--- src/rtl/seq_mult_pkg.sv ---
`default_nettype none
// +--------------------------------------------------------------------+
// | Module   : seq_mult_pkg                                            |
// | Brief    : Shared types and constants for the sequential           |
// |            shift-add multiplier (state enum, default width).       |
// | Revision : 1.0 - initial release                                   |
// +--------------------------------------------------------------------+
package seq_mult_pkg;

   // Default operand width; legal range is 2..32.
   localparam int c_default_width = 8;

   // Controller states: waiting for start, iterating, result presentation.
   typedef enum logic [1:0] {
      IDLE = 2'd0,
      RUN  = 2'd1,
      FIN  = 2'd2
   } state_t;

endpackage : seq_mult_pkg
`default_nettype wire

--- src/rtl/seq_mult_operand_reg.sv ---
`default_nettype none
// +--------------------------------------------------------------------+
// | Module   : operand_reg                                             |
// | Brief    : Load-enabled operand register with asynchronous,        |
// |            active-high reset to zero.                              |
// | Revision : 1.0 - initial release                                   |
// +--------------------------------------------------------------------+
module operand_reg #(
   parameter int WIDTH = 8
) (
   input  logic             clk,
   input  logic             rst,
   input  logic             load,
   input  logic [WIDTH-1:0] d,
   output logic [WIDTH-1:0] q
);

   logic [WIDTH-1:0] r_q;

   // Capture d on any edge where load is asserted; otherwise hold.
   always_ff @(posedge clk or posedge rst) begin
      if (rst) begin
         r_q <= '0;
      end else if (load) begin
         r_q <= d;
      end
   end

   assign q = r_q;

endmodule : operand_reg
`default_nettype wire

--- src/rtl/seq_mult.sv ---
`default_nettype none
// +--------------------------------------------------------------------+
// | Module   : seq_mult                                                |
// | Brief    : Sequential shift-add multiplier. Two operand registers  |
// |            share the din bus; a start request snapshots them into  |
// |            working registers and WIDTH shift-add steps follow.     |
// |            done pulses for one cycle with the product valid.       |
// |            Optional macro SEQ_MULT_SIGNED_EN selects two's-        |
// |            complement operands (sign-magnitude internally).        |
// | Revision : 1.0 - initial release                                   |
// +--------------------------------------------------------------------+
module seq_mult
   import seq_mult_pkg::*;
#(
   parameter int WIDTH = c_default_width
) (
   input  logic               clk,
   input  logic               rst,
   input  logic [WIDTH-1:0]   din,
   input  logic               load_a,
   input  logic               load_b,
   input  logic               start,
   output logic               busy,
   output logic               done,
   output logic [2*WIDTH-1:0] product
);

   // Iteration counter must hold 0..WIDTH-1 with one bit of headroom.
   localparam int               c_cnt_w = $clog2(WIDTH) + 1;
   localparam logic [c_cnt_w-1:0] c_last  = c_cnt_w'(WIDTH - 1);
   localparam logic [c_cnt_w-1:0] c_one   = c_cnt_w'(1);

   // Architectural operand registers.
   logic [WIDTH-1:0]   w_a;
   logic [WIDTH-1:0]   w_b;

   // Operand magnitudes fed into the working registers at start.
   logic [WIDTH-1:0]   w_mag_a;
   logic [WIDTH-1:0]   w_mag_b;

   // Working registers for the in-flight multiplication.
   state_t             r_state;
   logic [2*WIDTH-1:0] r_acc;
   logic [2*WIDTH-1:0] r_mcand;
   logic [WIDTH-1:0]   r_mplier;
   logic [c_cnt_w-1:0] r_cnt;

   // Registered outputs.
   logic               r_busy;
   logic               r_done;
   logic [2*WIDTH-1:0] r_product;

   // One shift-add step: accumulator plus the multiplicand when the
   // current multiplier LSB is set.
   logic [2*WIDTH-1:0] w_addend;
   logic [2*WIDTH-1:0] w_sum;
   logic [2*WIDTH-1:0] w_result;

   operand_reg #(
      .WIDTH (WIDTH)
   ) u_reg_a (
      .clk  (clk),
      .rst  (rst),
      .load (load_a),
      .d    (din),
      .q    (w_a)
   );

   operand_reg #(
      .WIDTH (WIDTH)
   ) u_reg_b (
      .clk  (clk),
      .rst  (rst),
      .load (load_b),
      .d    (din),
      .q    (w_b)
   );

   assign w_addend = r_mplier[0] ? r_mcand : '0;
   assign w_sum    = r_acc + w_addend;

`ifdef SEQ_MULT_SIGNED_EN
   // Result sign captured at start: operands of differing sign.
   logic r_neg;

   // Two's-complement magnitudes. The most negative value maps onto
   // itself, which is the correct unsigned magnitude 2**(WIDTH-1).
   assign w_mag_a = w_a[WIDTH-1] ? ((~w_a) + {{(WIDTH-1){1'b0}}, 1'b1}) : w_a;
   assign w_mag_b = w_b[WIDTH-1] ? ((~w_b) + {{(WIDTH-1){1'b0}}, 1'b1}) : w_b;

   // Apply the result sign to the final magnitude on the last step.
   assign w_result = r_neg ? ((~w_sum) + {{(2*WIDTH-1){1'b0}}, 1'b1}) : w_sum;

   // Latch the result sign alongside the operand snapshot.
   always_ff @(posedge clk or posedge rst) begin
      if (rst) begin
         r_neg <= 1'b0;
      end else if ((r_state == IDLE) && start) begin
         r_neg <= w_a[WIDTH-1] ^ w_b[WIDTH-1];
      end
   end
`else
   assign w_mag_a  = w_a;
   assign w_mag_b  = w_b;
   assign w_result = w_sum;
`endif

   // Controller and datapath: snapshot on start, WIDTH shift-add steps,
   // then a single FIN cycle carrying the done pulse.
   always_ff @(posedge clk or posedge rst) begin
      if (rst) begin
         r_state   <= IDLE;
         r_acc     <= '0;
         r_mcand   <= '0;
         r_mplier  <= '0;
         r_cnt     <= '0;
         r_busy    <= 1'b0;
         r_done    <= 1'b0;
         r_product <= '0;
      end else begin
         r_done <= 1'b0;
         case (r_state)
            IDLE: begin
               // Operand registers still hold pre-edge values here, so a
               // load in the same cycle as start does not leak in.
               if (start) begin
                  r_acc    <= '0;
                  r_mcand  <= {{WIDTH{1'b0}}, w_mag_a};
                  r_mplier <= w_mag_b;
                  r_cnt    <= '0;
                  r_busy   <= 1'b1;
                  r_state  <= RUN;
               end
            end
            RUN: begin
               r_acc    <= w_sum;
               r_mcand  <= r_mcand << 1;
               r_mplier <= r_mplier >> 1;
               r_cnt    <= r_cnt + c_one;
               // Final step writes straight to product so no partial sum
               // is ever visible on the output.
               if (r_cnt == c_last) begin
                  r_product <= w_result;
                  r_done    <= 1'b1;
                  r_state   <= FIN;
               end
            end
            FIN: begin
               r_busy  <= 1'b0;
               r_state <= IDLE;
            end
            default: begin
               r_busy  <= 1'b0;
               r_state <= IDLE;
            end
         endcase
      end
   end

   assign busy    = r_busy;
   assign done    = r_done;
   assign product = r_product;

endmodule : seq_mult
`default_nettype wire

--- config.mk ---
export PLATFORM = sky130hd
export DESIGN_NAME = seq_mult
export DESIGN_NICKNAME = d
export VERILOG_FILES = /design/src/rtl/seq_mult_pkg.sv /design/src/rtl/seq_mult_operand_reg.sv /design/src/rtl/seq_mult.sv
export SDC_FILE = /design/constraint.sdc
export NUM_CORES = 1
export LEC_CHECK = 0
export BUFFER_PORTS_ARGS = -buffer_cell sky130_fd_sc_hd__buf_2
export CAP_MARGIN = 20
export CORE_ASPECT_RATIO = 1.25
export CORE_UTILIZATION = 64
export CTS_CLUSTER_SIZE = 25
export DETAILED_ROUTE_END_ITERATION = 8
export GPL_ROUTABILITY_DRIVEN = 1
export GPL_TIMING_DRIVEN = 0
export PLACE_DENSITY = 0.91
export SLEW_MARGIN = 5
export SYNTH_ARGS = -nofsm -noshare
export SYNTH_HDL_FRONTEND = slang
export SYNTH_HIERARCHICAL = 1
export SYNTH_SLANG_ARGS = --single-unit
--- constraint.sdc ---
create_clock -name clk -period 3.6 [get_ports clk]
set_input_delay 0.72 -clock clk [delete_from_list [all_inputs] [get_ports clk]]
set_output_delay 0.72 -clock clk [all_outputs]
set_load 0.01 [all_outputs]
# Yosys cells after proc, flatten, opt, wreduce, memory -nomap -nowiden
# Index checks and enable logic that the tools add are counted.
# W data, S select, Z words.
classes:
  reduce_logical: 6
  eq_ne: 4
  n_addsub: 2
  mux: 16
  bitwise: 1
ops:
  columns: ["operator", "n"]
  rows:
  - ["$pmux W16 S2", 2]
  - ["$mux W16", 3]
  - ["$add A16 B16 Y16", 1]
  - ["$pmux W8 S2", 1]
  - ["$mux W8", 1]
  - ["$pmux W4 S2", 1]
  - ["$reduce_and A2 Y1", 4]
  - ["$add A4 B1 Y4 const B", 1]
  - ["$eq A4 B3 Y1 const B", 1]
  - ["$mux W2", 2]
  - ["$mux W4", 1]
  - ["$ne A2 B2 Y1 const B", 2]
  - ["$pmux W2 S2", 1]
  - ["$mux W1", 3]
  - ["$eq A2 B1 Y1 const B", 1]
  - ["$logic_not A2 Y1", 1]
  - ["$pmux W1 S2", 1]
  - ["$reduce_bool A2 Y1", 1]
  - ["$not A1 Y1", 1]
word_totals:
  output_inout_bits: 18
  reg_bits: 80
  in_bits: 13
  word_cells: 39

# Logic depth before layout (Yosys ltp)
# Gate-level depths: netlist of run 1.
logic_depth:
  ltp_word: 3
  depth_mapped: 10
  mapped_depth_nobuf: 9

# Hierarchy
# The synthesis of run 1 kept the hierarchy.
by_module_without_submodules:
  columns: ["mod", "cells_per_inst", "area_each_um2", "seq_area_each_um2", "instances"]
  rows:
  - ["seq_mult", 345, 3343.2, 1601.5, 1]
  - ["operand_reg", 18, 335.3, 200.2, 2]

# Worst setup path after synthesis of run 1
# No wires, ideal clock.
synth_timing:
  kind: "flip-flop to flip-flop"
  startpoint: "reg r_mplier[0]"
  endpoint: "reg r_product[10] (netlist: product[10])"
  setup_time_ns: 0.125
  slack_ns: 1.343
  period_less_slack_ns: 2.257
  t_required_ns: 3.475
  path_stages_with_launch: 10
  path_buffers: 0
  arrival_ns: 2.132
  cell_sequence: "dfrtp_1 > and2_1 > ha_1 > fa_1 > a21o_1 > a31oi_1 > o21ai_1 > a21oi_2 > xnor2_1 > mux2_4"
synth_between:
  elab_chain_len: 2
synth_rtl:
  columns: ["element", "line_no", "text"]
  rows:
  - ["start: declaration", "seq_mult.sv:45", "logic [WIDTH-1:0] r_mplier;"]
  - ["start signal: assignment", "seq_mult.sv:129", "r_mplier <= w_mag_b;"]
  - ["start signal: assignment", "seq_mult.sv:138", "r_mplier <= r_mplier >> 1;"]
  - ["$mux W16", "seq_mult.sv:79", "assign w_addend = r_mplier[0] ? r_mcand : '0;"]
  - ["$add A16 B16 Y16", "seq_mult.sv:80", "assign w_sum = r_acc + w_addend;"]
  - ["end signal: assignment", "seq_mult.sv:143", "r_product <= w_result;"]
  - ["end: declaration", "seq_mult.sv:51", "logic [2*WIDTH-1:0] r_product;"]
# Every way passes these cells.
# A chain may end at the register's enable or synchronous reset.

# Worst setup path in the final report of run 1
# Ends and elaborated chain as after synthesis.

==> flow_summary_export.csv, run 1 <==
group,metric,value,unit
power_and_ir_drop,seqPwrFrac,0.457,
cts,cts_buffers,9,
floorplan,die_h,90.5,um
critical_path,reg2reg_depth,9,
placement,io_buffers,28,
run_status,outcome,"complete, no violations",
sta,finClkSkew,0.00446,ns
drt,ant_nets,0,
drt,drc,0,
critical_path,worstPathRequired,3.85,ns
sta,setup_violations,0,
cts,cts_sinks,80,
power_and_ir_drop,p_comb_frac,0.348,
logic_synthesis,yosysTopAreaCell,"dfrtp_1",
global_route,grt_overflow_total,0,
drt,detail_route.wl_per_cell,16.8,um
cts,clockBufferDepth,2,
cts,clkLatencyLatePin,0.36,ns
sta,worst_pin_slew,0.849,ns
power_and_ir_drop,ir_drop,0.438,mV
critical_path,rrSetupSlack,0.92,ns
sta,rsz0062_at_grt,"no",
sta,hold_viol_final,0,
critical_path,worstPathCellList,"clkbuf_1 > and2_1 > ha_1 > a21oi_1 > a21boi_0 > o21ai_1 > a21oi_2 > xnor2_1 > mux2_4",
final_layout,areaGrowthSynthToFinish,10.8,%
global_route,grt_pass1_vias,3213,
logic_synthesis,yosysUniqueCellTypes,40,
sta,finalCritPeriodShare,0.744,
logic_synthesis,synth_warnings,6,
critical_path,slowest_stage,"dfrtp_1",
cts,htree_levels,3,
critical_path,endpoint_kind,"flop",
floorplan,coreArea,5930,um^2
global_route,antenna_found_initial,0,
logic_synthesis,synth_edf_count,0,
logic_synthesis,syn_inst,381,
drt,drt_wl_total,8.48,mm
power_and_ir_drop,internal-power,1.87,mW
cts,cts_setup_buffers,0,
critical_path,r2r-end,"product[10]$_DFFE_PP0P_",
final_layout,final_cells,506,
sta,setup_tns,0,ns
cts,cts-resized-gates,0,
critical_path,cp-start-kind,"flop",
power_and_ir_drop,switching_share,0.371,
placement,dp_hpwl,6.14,mm
final_layout,layout_commonest_cell,"dfrtp_1",
floorplan,rows,31,
global_route,track_usage,0.294,
logic_synthesis,synth.cell_area,4010,um^2
critical_path,cp_slowest_stage_delay,0.53,ns
flow_run,maxCapViolCount,0,
sta,timing.max_slew.rel_slack,0.433,
sta,drv_slew,0,
final_layout,final_cell_mix,"dfrtp_1, nand2_1, a21oi_1, buf_2, o21ai_0",
power_and_ir_drop,p_per_area,668,nW/um^2
cts,clk_pin_slew,0.08,ns
power_and_ir_drop,power_frac_clock,0.195,
critical_path,crit_type,"flop to flop",
floorplan,dieArea,6590,um^2
logic_synthesis,ys_seq_area_frac,0.499,
cts,cts_hold_buffers,0,
logic_synthesis,synth_nets,411,
floorplan,initial_core_util,0.676,
logic_synthesis,synthArstFlopShare,1.00,
worst_hold_path,hold_path_class,"primary input to asynchronous set/reset pin",
logic_synthesis,ys.flop_type,"dfrtp_1",
cts,clockRootBuffer,"clkbuf_8",
global_route,grt_max_degree,40,
sta,period_needed,2.68,ns
floorplan,io_pins,31,
placement,place_inst,492,
critical_path,worstPathMaxFanout,10,
sta,clock.fmax,374,MHz
logic_synthesis,synth_area_leaders,"dfrtp_1, mux2_4, ha_1, nand2_1, a22o_1",
floorplan,dieWidth,72.8,um
critical_path,crit_arrival,2.92,ns
drt,drt_iter0_drc,274,
final_layout,drive_gt1_frac,0.167,
final_layout,finalNetCount,451,
global_route,grt_pass1_wl,14.7,mm
power_and_ir_drop,p_sw,1.10,mW
power_and_ir_drop,leakage,2.15,nW
drt,num_vias,3052,
logic_synthesis,ys_ff_latch,80,
drt,firstDrtPassIters,5,
drt,viasPerCell,6.03,
logic_synthesis,syn_avg_cell_area,10.5,um^2
final_layout,num-fill-cells,424,
placement,gp_congestion,0.881,
final_layout,diodes,0,
cts,cts_tree,"built",
logic_synthesis,synth_top_area_share,0.499,
critical_path,r2r-start,"r_mplier[0]$_DFFE_PP0P_",
-- area by class of cell --
cell class              count  area, um^2  share of cell area
flip-flops and latches     80        2000               0.450
inverters                   7        26.3             0.00591
clock inverters             3        20.0             0.00450
repair buffers             29         168              0.0377
clock buffers              11         141              0.0318
multi-input cells         275        1900               0.426
well taps                  82         103              0.0231
plain buffers              19        90.1              0.0203
-- flip-flops by register name (all words and copies together), names as in the netlist --
signal,cells
r_state,2
busy,1
u_reg_b/q,8
done,1
u_reg_a/q,8
r_acc,16
r_cnt,4
r_mcand,16
product,16
r_mplier,8
-- cells in the mapped netlist (2+ instances only) --
master / instances
inv_1: 7
o21ai_1: 10
nor3_1: 2
a22o_1: 19
xor2_1: 4
ha_1: 16
nor2b_1: 18
mux2_4: 17
o21ai_0: 27
a31oi_1: 4
buf_6: 2
xnor2_1: 11
and2_1: 16
nand2_1: 46
mux2_2: 2
buf_1: 2
buf_2: 3
a21o_1: 3
clkbuf_1: 12
dfrtp_1: 80
nand3_1: 5
o21bai_1: 2
a21oi_1: 33
a211oi_1: 2
o211ai_1: 2
a22oi_1: 14
nor2_1: 9
-- critical path: cells and delay by family (launching register included) --
kind / cells / cell delay, ns
xor+xnor: 1 / 0.10
mux: 1 / 0.27
buf+inv: 1 / 0.28
simple gates: 1 / 0.19
compound gates: 4 / 0.92
flops: 1 / 0.53
fa+ha+maj: 1 / 0.27
-- metrics by stage --
stage | worst slack (ns) | hold slack (ns) | total power [mW] | util | area, um^2
after detailed placement | 0.988 | 0.457 | 2.39 | 0.722 | 4280
after floorplan | 1.28 | 0.456 | 2.07 | - | 4010
final | 0.923 | 0.313 | 2.97 | 0.749 | 4450
after global routing | 0.733 | 0.335 | 3.16 | 0.749 | 4450
after CTS | 0.964 | 0.320 | 2.96 | 0.749 | 4450
after global placement | 0.601 | 0.453 | 2.32 | 0.717 | 4260
-- power by group through the flow --
stage / Combinational (mW) / Sequential [mW] / Clock, mW
final: 1.03 / 1.36 / 0.579
after global routing: 1.15 / 1.39 / 0.617
after CTS: 1.03 / 1.35 / 0.577
after detailed placement: 1.02 / 1.37 / 0
after global placement: 0.970 / 1.35 / 0
after floorplan: 0.709 / 1.36 / 0
-- worst max-delay path by stage --
stage	slack (ns)	end	cells after the start	start
after floorplan	1.28	busy$_DFFE_PP0P_	1	rst
after global placement	0.60	product[15]$_DFFE_PP0P_	2	rst
after detailed placement	0.99	product[10]$_DFFE_PP0P_	9	r_mplier[0]$_DFFE_PP0P_
after CTS	0.96	product[10]$_DFFE_PP0P_	9	r_mplier[0]$_DFFE_PP0P_
after global routing	0.73	product[15]$_DFFE_PP0P_	9	r_mplier[0]$_DFFE_PP0P_
final	0.92	product[10]$_DFFE_PP0P_	9	r_mplier[0]$_DFFE_PP0P_
-- layer usage --
| layer | global-route usage | part of all wire | up-vias |
|---|---|---|---|
| li1 | - | - | 1433 |
| met1 | 0.347 | 0.41 | 1489 |
| met2 | 0.498 | 0.52 | 107 |
| met3 | 0.0603 | 0.045 | 23 |
| met4 | 0.147 | 0.023 | 0 |
| met5 | 0 | 0 | - |
-- logic make-up after synthesis --
logic type      count (synthesis)  share of synthesized area
compound gates                124                      0.196
xor+xnor                       15                     0.0327
fa+ha+maj                      17                     0.0549
buf+inv                        26                     0.0290
flops                          80                      0.499
mux                            19                     0.0692
simple gates                  100                      0.119
(Power assumes the default switching activity.)
==> inputs of run 2 (changes only) <==
- ABC_AREA: unset -> 1
- CORE_UTILIZATION: 64 -> 54
- PLACE_DENSITY: 0.91 -> 0.83
- clock period: 3.6 -> 2.23 ns (I/O delays scaled with it)
==> run 2 against run 1 <==
Clock power grew 92%. Cell area grew 7.7%. Maximum frequency grew 26%. Clock-buffer cell count shrank 2. Critical path depth grew 3. Clock skew grew 0.0066 ns. Critical endpoint is now product[7]$_DFFE_PP0P_. Largest cell class unchanged. Highest routed layer unchanged.
==> flow_summary_export.csv, run 2 <==
group,metric,value,unit
run_status,outcome,"complete, no violations",
global_route,grt_use_met1,0.291,
cts,clk_pin_slew,0.09,ns
global_route,grt_max_degree,35,
cts,htree_levels,3,
global_route,antenna_found_initial,0,
placement,place_inst,661,
logic_synthesis,synthArstFlopShare,1.00,
critical_path,cp-start-kind,"flop",
critical_path,cp-startpoint,"r_mplier[0]$_DFFE_PP0P_",
sta,setup_violations,0,
cts,clockBufferDepth,2,
cts,clkLatencyLatePin,0.37,ns
cts,cts_buffers,9,
logic_synthesis,ys.flop_type,"dfrtp_1",
global_route,use_met2,0.427,
floorplan,rows,35,
placement,io_buffers,28,
critical_path,cp_slowest_stage_delay,0.32,ns
logic_synthesis,synth_top_area_share,0.474,
sta,clock.fmax,470,MHz
critical_path,crit_type,"flop to flop",
logic_synthesis,ys_ff_latch,80,
critical_path,worstPathMaxFanout,10,
logic_synthesis,yosysMostFrequentCell,"nand2_1",
critical_path,endpoint_kind,"flop",
drt,detail_route.wl_per_cell,13.3,um
floorplan,initial_core_util,0.565,
worst_hold_path,hold_path_class,"primary input to asynchronous set/reset pin",
drt,drt_wl_total,9.00,mm
global_route,track_usage,0.246,
placement,placed_cell_area,4500,um^2
drt,firstDrtPassIters,5,
logic_synthesis,ys_seq_area_frac,0.474,
sta,hold_viol_final,0,
sta,layout_setup_ws,0.104,ns
critical_path,r2r-start,"r_mplier[0]$_DFFE_PP0P_",
drt,ant_nets,0,
logic_synthesis,synth_nets,570,
sta,drv_slew,0,
final_layout,design_area,4790,um^2
power_and_ir_drop,p_per_area,1360,nW/um^2
global_route,grt_pass1_vias,3506,
critical_path,worstPathCellList,"buf_2 > buf_2 > nand2_1 > inv_1 > ha_4 > nand2_1 > inv_1 > a21oi_1 > nand2_2 > or2_1 > nand3_1 > nand2_1",
logic_synthesis,netlist_top_cells_count,"nand2_1, dfrtp_1, inv_1",
final_layout,final_cell_mix,"nand2_1, dfrtp_1, inv_1, buf_2, nand3_1",
placement,dp_hpwl,6.62,mm
final_layout,areaGrowthSynthToFinish,13.3,%
final_layout,finalNetCount,610,
floorplan,io_pins,31,
floorplan,dieWidth,81.1,um
power_and_ir_drop,leakage,2.70,nW
global_route,busiest_layer,"met2",
logic_synthesis,yosysTopAreaCell,"dfrtp_1",
power_and_ir_drop,ir_drop,0.600,mV
flow_run,maxCapViolCount,0,
sta,finClkSkew,0.0111,ns
critical_path,crit_buf_inv,4,
floorplan,die_h,101,um
critical_path,critPathMostFrequentCell,"nand2_1",
final_layout,layout_commonest_cell,"nand2_1",
final_layout,seq_area,2000,um^2
sta,worst_pin_slew,0.749,ns
logic_synthesis,synth_edf_count,0,
final_layout,final_cells,677,
final_layout,fin_util,0.639,
drt,num_vias,3547,
sta,timing.max_slew.rel_slack,0.500,
cts,clockRootBuffer,"clkbuf_8",
cts,cts_tree,"built",
final_layout,diodes,0,
critical_path,path_delay_family,"simple AND/OR/NAND/NOR gates",
logic_synthesis,yosysUniqueCellTypes,33,
logic_synthesis,synth_area_leaders,"dfrtp_1, nand2_1, inv_1, ha_1, nand3_1",
power_and_ir_drop,power,6.49,mW
logic_synthesis,syn_avg_cell_area,7.83,um^2
floorplan,coreArea,7490,um^2
placement,gp_congestion,0.925,
sta,period_needed,2.13,ns
global_route,met3_usage,0.0462,
critical_path,crit_arrival,2.39,ns
global_route,grt_overflow_total,0,
drt,viasPerCell,5.24,
logic_synthesis,synth_warnings,6,
drt,drt_iter0_drc,229,
logic_synthesis,synth.cell_area,4230,um^2
cts,cts_sinks,80,
logic_synthesis,syn_inst,540,
final_layout,drive_gt1_frac,0.154,
sta,finalCritPeriodShare,0.953,
critical_path,slowest_stage,"dfrtp_1",
final_layout,multi_input_area,1860,um^2
floorplan,dieArea,8190,um^2
drt,drc,0,
global_route,grt_pass1_wl,15.3,mm
final_layout,num-fill-cells,624,
placement,place_ws,-0.0103,ns
critical_path,worstPathRequired,2.49,ns
[run 2: area by class of cell]
cell class,count,share of cell area
flip-flops and latches,80,0.418
inverters,84,0.0664
clock buffers,9,0.0259
multi-input cells,359,0.389
well taps,92,0.0240
clock inverters,7,0.0159
repair buffers,29,0.0334
plain buffers,17,0.0274
[run 2: per-layer routing]
metal | share of wire | routed length [um]
met1 | 0.42 | 3800
met2 | 0.51 | 4620
met3 | 0.043 | 384
met4 | 0.022 | 195
met5 | 0 | 0
[run 2: power breakdown]
part           leakage, nW  internal, mW  switching [mW]
Combinational         1.60          1.20            1.83
Sequential            1.00          2.00           0.347
Clock               0.0966         0.527           0.587
[run 2: kinds of logic (layout without fill, tap and decap cells)]
family          count (synthesis)  after routing  synth area share
flops                          80             80             0.474
xor+xnor                        6              6            0.0124
buf+inv                       101            146             0.106
simple gates                  288            288             0.282
fa+ha+maj                      17             17            0.0521
compound gates                 48             48            0.0740
[run 2: worst paths after layout]
kind / endpoint / slack [ns] / depth (start not counted)
max: product[7]$_DFFE_PP0P_ / 0.10 / 12
min: u_reg_b/q[5]$_DFFE_PP0P_ / 0.03 / 2
max reg2reg: product[7]$_DFFE_PP0P_ / 0.10 / 12
min reg2reg: u_reg_b/q[3]$_DFFE_PP0P_ / 0.47 / 2
max in group asynchronous: product[9]$_DFFE_PP0P_ / 1.38 / 3
min in group clk: u_reg_b/q[5]$_DFFE_PP0P_ / 0.29 / 3
[run 2: stage by stage]
| stage | hold WS [ns] | setup TNS [ns] |
|---|---|---|
| after detailed placement | 0.433 | -0.0103 |
| after floorplan | 0.262 | 0 |
| final | 0.0332 | 0 |
| after global routing | 0.0445 | -0.0858 |
| after CTS | 0.0343 | 0 |
| after global placement | 0.417 | -35.91 |
[run 2: worst reg2reg max path: stages (launching register included)]
cell and delay, ns:
dfrtp_1 0.32, buf_2 0.20, buf_2 0.23, nand2_1 0.07
inv_1 0.09, ha_4 0.22, nand2_1 0.09, inv_1 0.06
a21oi_1 0.21, nand2_2 0.11, or2_1 0.25, nand3_1 0.11
nand2_1 0.05
[run 2: what timing repair did]
item	4_1_cts	5_1_grt
hold endpoints to repair	0	0
hold buffers	0	0
setup endpoints to repair	3	13
setup buffers	0	0
gates resized for setup	1	10
==> inputs of run 3 (changes only) <==
- SETUP_SLACK_MARGIN: unset -> 0.5
==> run 3 against run 2 <==
Clock-buffer cell count is the same. Critical path depth grew 1. Non-clock buffer count grew 10. Sequential share of layout area shrank 4.0 points. Die area is the same. First-iteration DRC count grew 17%. Clock power grew 14%. Sequential power grew 2%. Worst hold slack lost 0.0031 ns. Worst setup slack gained 0.061 ns. Via count grew 6.1%. Wire length grew 20%. Largest cell class is now multi-input gates. Largest power group unchanged.
==> flow_summary_export.csv, run 3 (same netlist as run 2, synthesis figures left out) <==
group,metric,value,unit
critical_path,worstPathMaxFanout,8,
critical_path,cp-start-kind,"flop",
run_status,outcome,"complete, no violations",
cts,cts_buffers,9,
sta,finClkSkew,0.0140,ns
power_and_ir_drop,p_per_area,1440,nW/um^2
sta,setup_tns,0,ns
placement,io_buffers,28,
global_route,antenna_found_initial,0,
sta,timing.max_slew.rel_slack,0.462,
sta,layout_setup_ws,0.165,ns
floorplan,io_pins,31,
final_layout,final_cell_mix,"nand2_1, dfrtp_1, inv_1, nand2_2, buf_2",
final_layout,finalNetCount,620,
power_and_ir_drop,leakage,2.80,nW
placement,placed_cell_area,4630,um^2
placement,gp_congestion,0.850,
critical_path,crit_type,"flop to flop",
final_layout,drive_gt1_frac,0.324,
drt,num_vias,3763,
cts,htree_levels,3,
global_route,track_usage,0.270,
floorplan,initial_core_util,0.565,
flow_run,maxCapViolCount,0,
cts,clkLatencyLatePin,0.37,ns
sta,rsz0062_at_grt,"yes",
drt,drt_wl_total,10.8,mm
sta,worst_pin_slew,0.805,ns
drt,firstDrtPassIters,5,
worst_hold_path,hold_path_class,"primary input to asynchronous set/reset pin",
cts,clk_pin_slew,0.10,ns
floorplan,dieArea,8190,um^2
global_route,grt_pass1_vias,3749,
floorplan,coreArea,7490,um^2
sta,finalCritPeriodShare,0.926,
drt,viasPerCell,5.48,
placement,dp_hpwl,6.88,mm
sta,setup_violations,0,
global_route,grt_overflow_total,0,
final_layout,seq_area,2000,um^2
final_layout,num-fill-cells,537,
cts,cts_sinks,80,
drt,drt_iter0_drc,268,
floorplan,rows,35,
drt,ant_nets,0,
sta,period_needed,2.06,ns
final_layout,design_area,5290,um^2
global_route,grt_pass1_wl,16.5,mm
cts,clockRootBuffer,"clkbuf_8",
critical_path,crit_arrival,2.32,ns
final_layout,areaGrowthSynthToFinish,25.1,%
sta,hold_viol_final,0,
placement,place_ws,0.210,ns
drt,detail_route.wl_per_cell,15.7,um
critical_path,endpoint_kind,"flop",
global_route,grt_max_degree,36,
power_and_ir_drop,ir_drop,0.736,mV
final_layout,fin_util,0.706,
final_layout,layout_commonest_cell,"nand2_1",
sta,clock.fmax,484,MHz
critical_path,worstPathRequired,2.48,ns
floorplan,dieWidth,81.1,um
drt,drc,0,
floorplan,die_h,101,um
final_layout,multi_input_area,2240,um^2
final_layout,diodes,0,
cts,cts_tree,"built",
sta,drv_slew,0,
cts,clockBufferDepth,2,
## run 3: path summary, 6_finish.rpt
kind / cells after the start / from / to / slack, ns
worst min register to register: 2 / product[10]$_DFFE_PP0P_ / product[10]$_DFFE_PP0P_ / 0.48
worst max-delay path: 13 / r_mplier[0]$_DFFE_PP0P_ / r_acc[8]$_DFFE_PP0P_ / 0.17
worst min-delay path: 2 / rst / u_reg_b/q[5]$_DFFE_PP0P_ / 0.03
min in group clk: 3 / din[7] / u_reg_b/q[7]$_DFFE_PP0P_ / 0.30
max in group asynchronous: 3 / rst / product[9]$_DFFE_PP0P_ / 1.39
worst max register to register: 13 / r_mplier[0]$_DFFE_PP0P_ / r_acc[8]$_DFFE_PP0P_ / 0.17
## run 3: per-layer routing
layer / up-vias / GRT usage / part of all wire
met4: 0 / 0.144 / 0.037
met3: 40 / 0.0624 / 0.050
met2: 150 / 0.457 / 0.51
met1: 1793 / 0.312 / 0.40
li1: 1780 / - / -
met5: - / 0 / 0
## run 3: worst max-delay path: stages (launching register included)
cell and delay (ns):
dfrtp_1 0.38, buf_6 0.14, nand2_2 0.06, inv_2 0.04
ha_4 0.15, fa_2 0.36, nand2_2 0.08, nand2_2 0.06
and2_4 0.17, nand2_2 0.06, nand2_2 0.06, xor2_2 0.16
nand2_1 0.11, nand2_1 0.10
## run 3: report_power, final
part | leakage, nW | internal (mW) | total, mW | switching (mW)
registers | 1.00 | 2.00 | 2.40 | 0.398
logic | 1.69 | 1.65 | 3.95 | 2.29
clock network | 0.114 | 0.654 | 1.27 | 0.617
## run 3: through the flow
stage / power (mW) / cells / hold slack [ns]
6_report: 7.62 / 687 / 0.0301
5_1_grt: 8.07 / 687 / 0.0444
4_1_cts: 7.08 / 682 / 0.0401
3_5_place_dp: 5.47 / 661 / 0.436
3_3_place_gp: 5.29 / 660 / 0.430
2_1_floorplan: 4.63 / 540 / 0.262
## run 3: cell type report
class / instances / share of cell area
Clock inverter: 7 / 0.0203
Tap cell: 92 / 0.0218
Sequential cell: 80 / 0.379
Timing Repair Buffer: 39 / 0.0445
Multi-Input combinational cell: 359 / 0.423
Inverter: 84 / 0.0608
Buffer: 17 / 0.0279
Clock buffer: 9 / 0.0234
## run 3: what timing repair did
item,4_1_cts,5_1_grt
endpoints found under the setup margin,25,26
pin swaps,16,28
buffers inserted,5,5
cloned,0,0
gates resized for setup,44,54
hold buffers,0,0
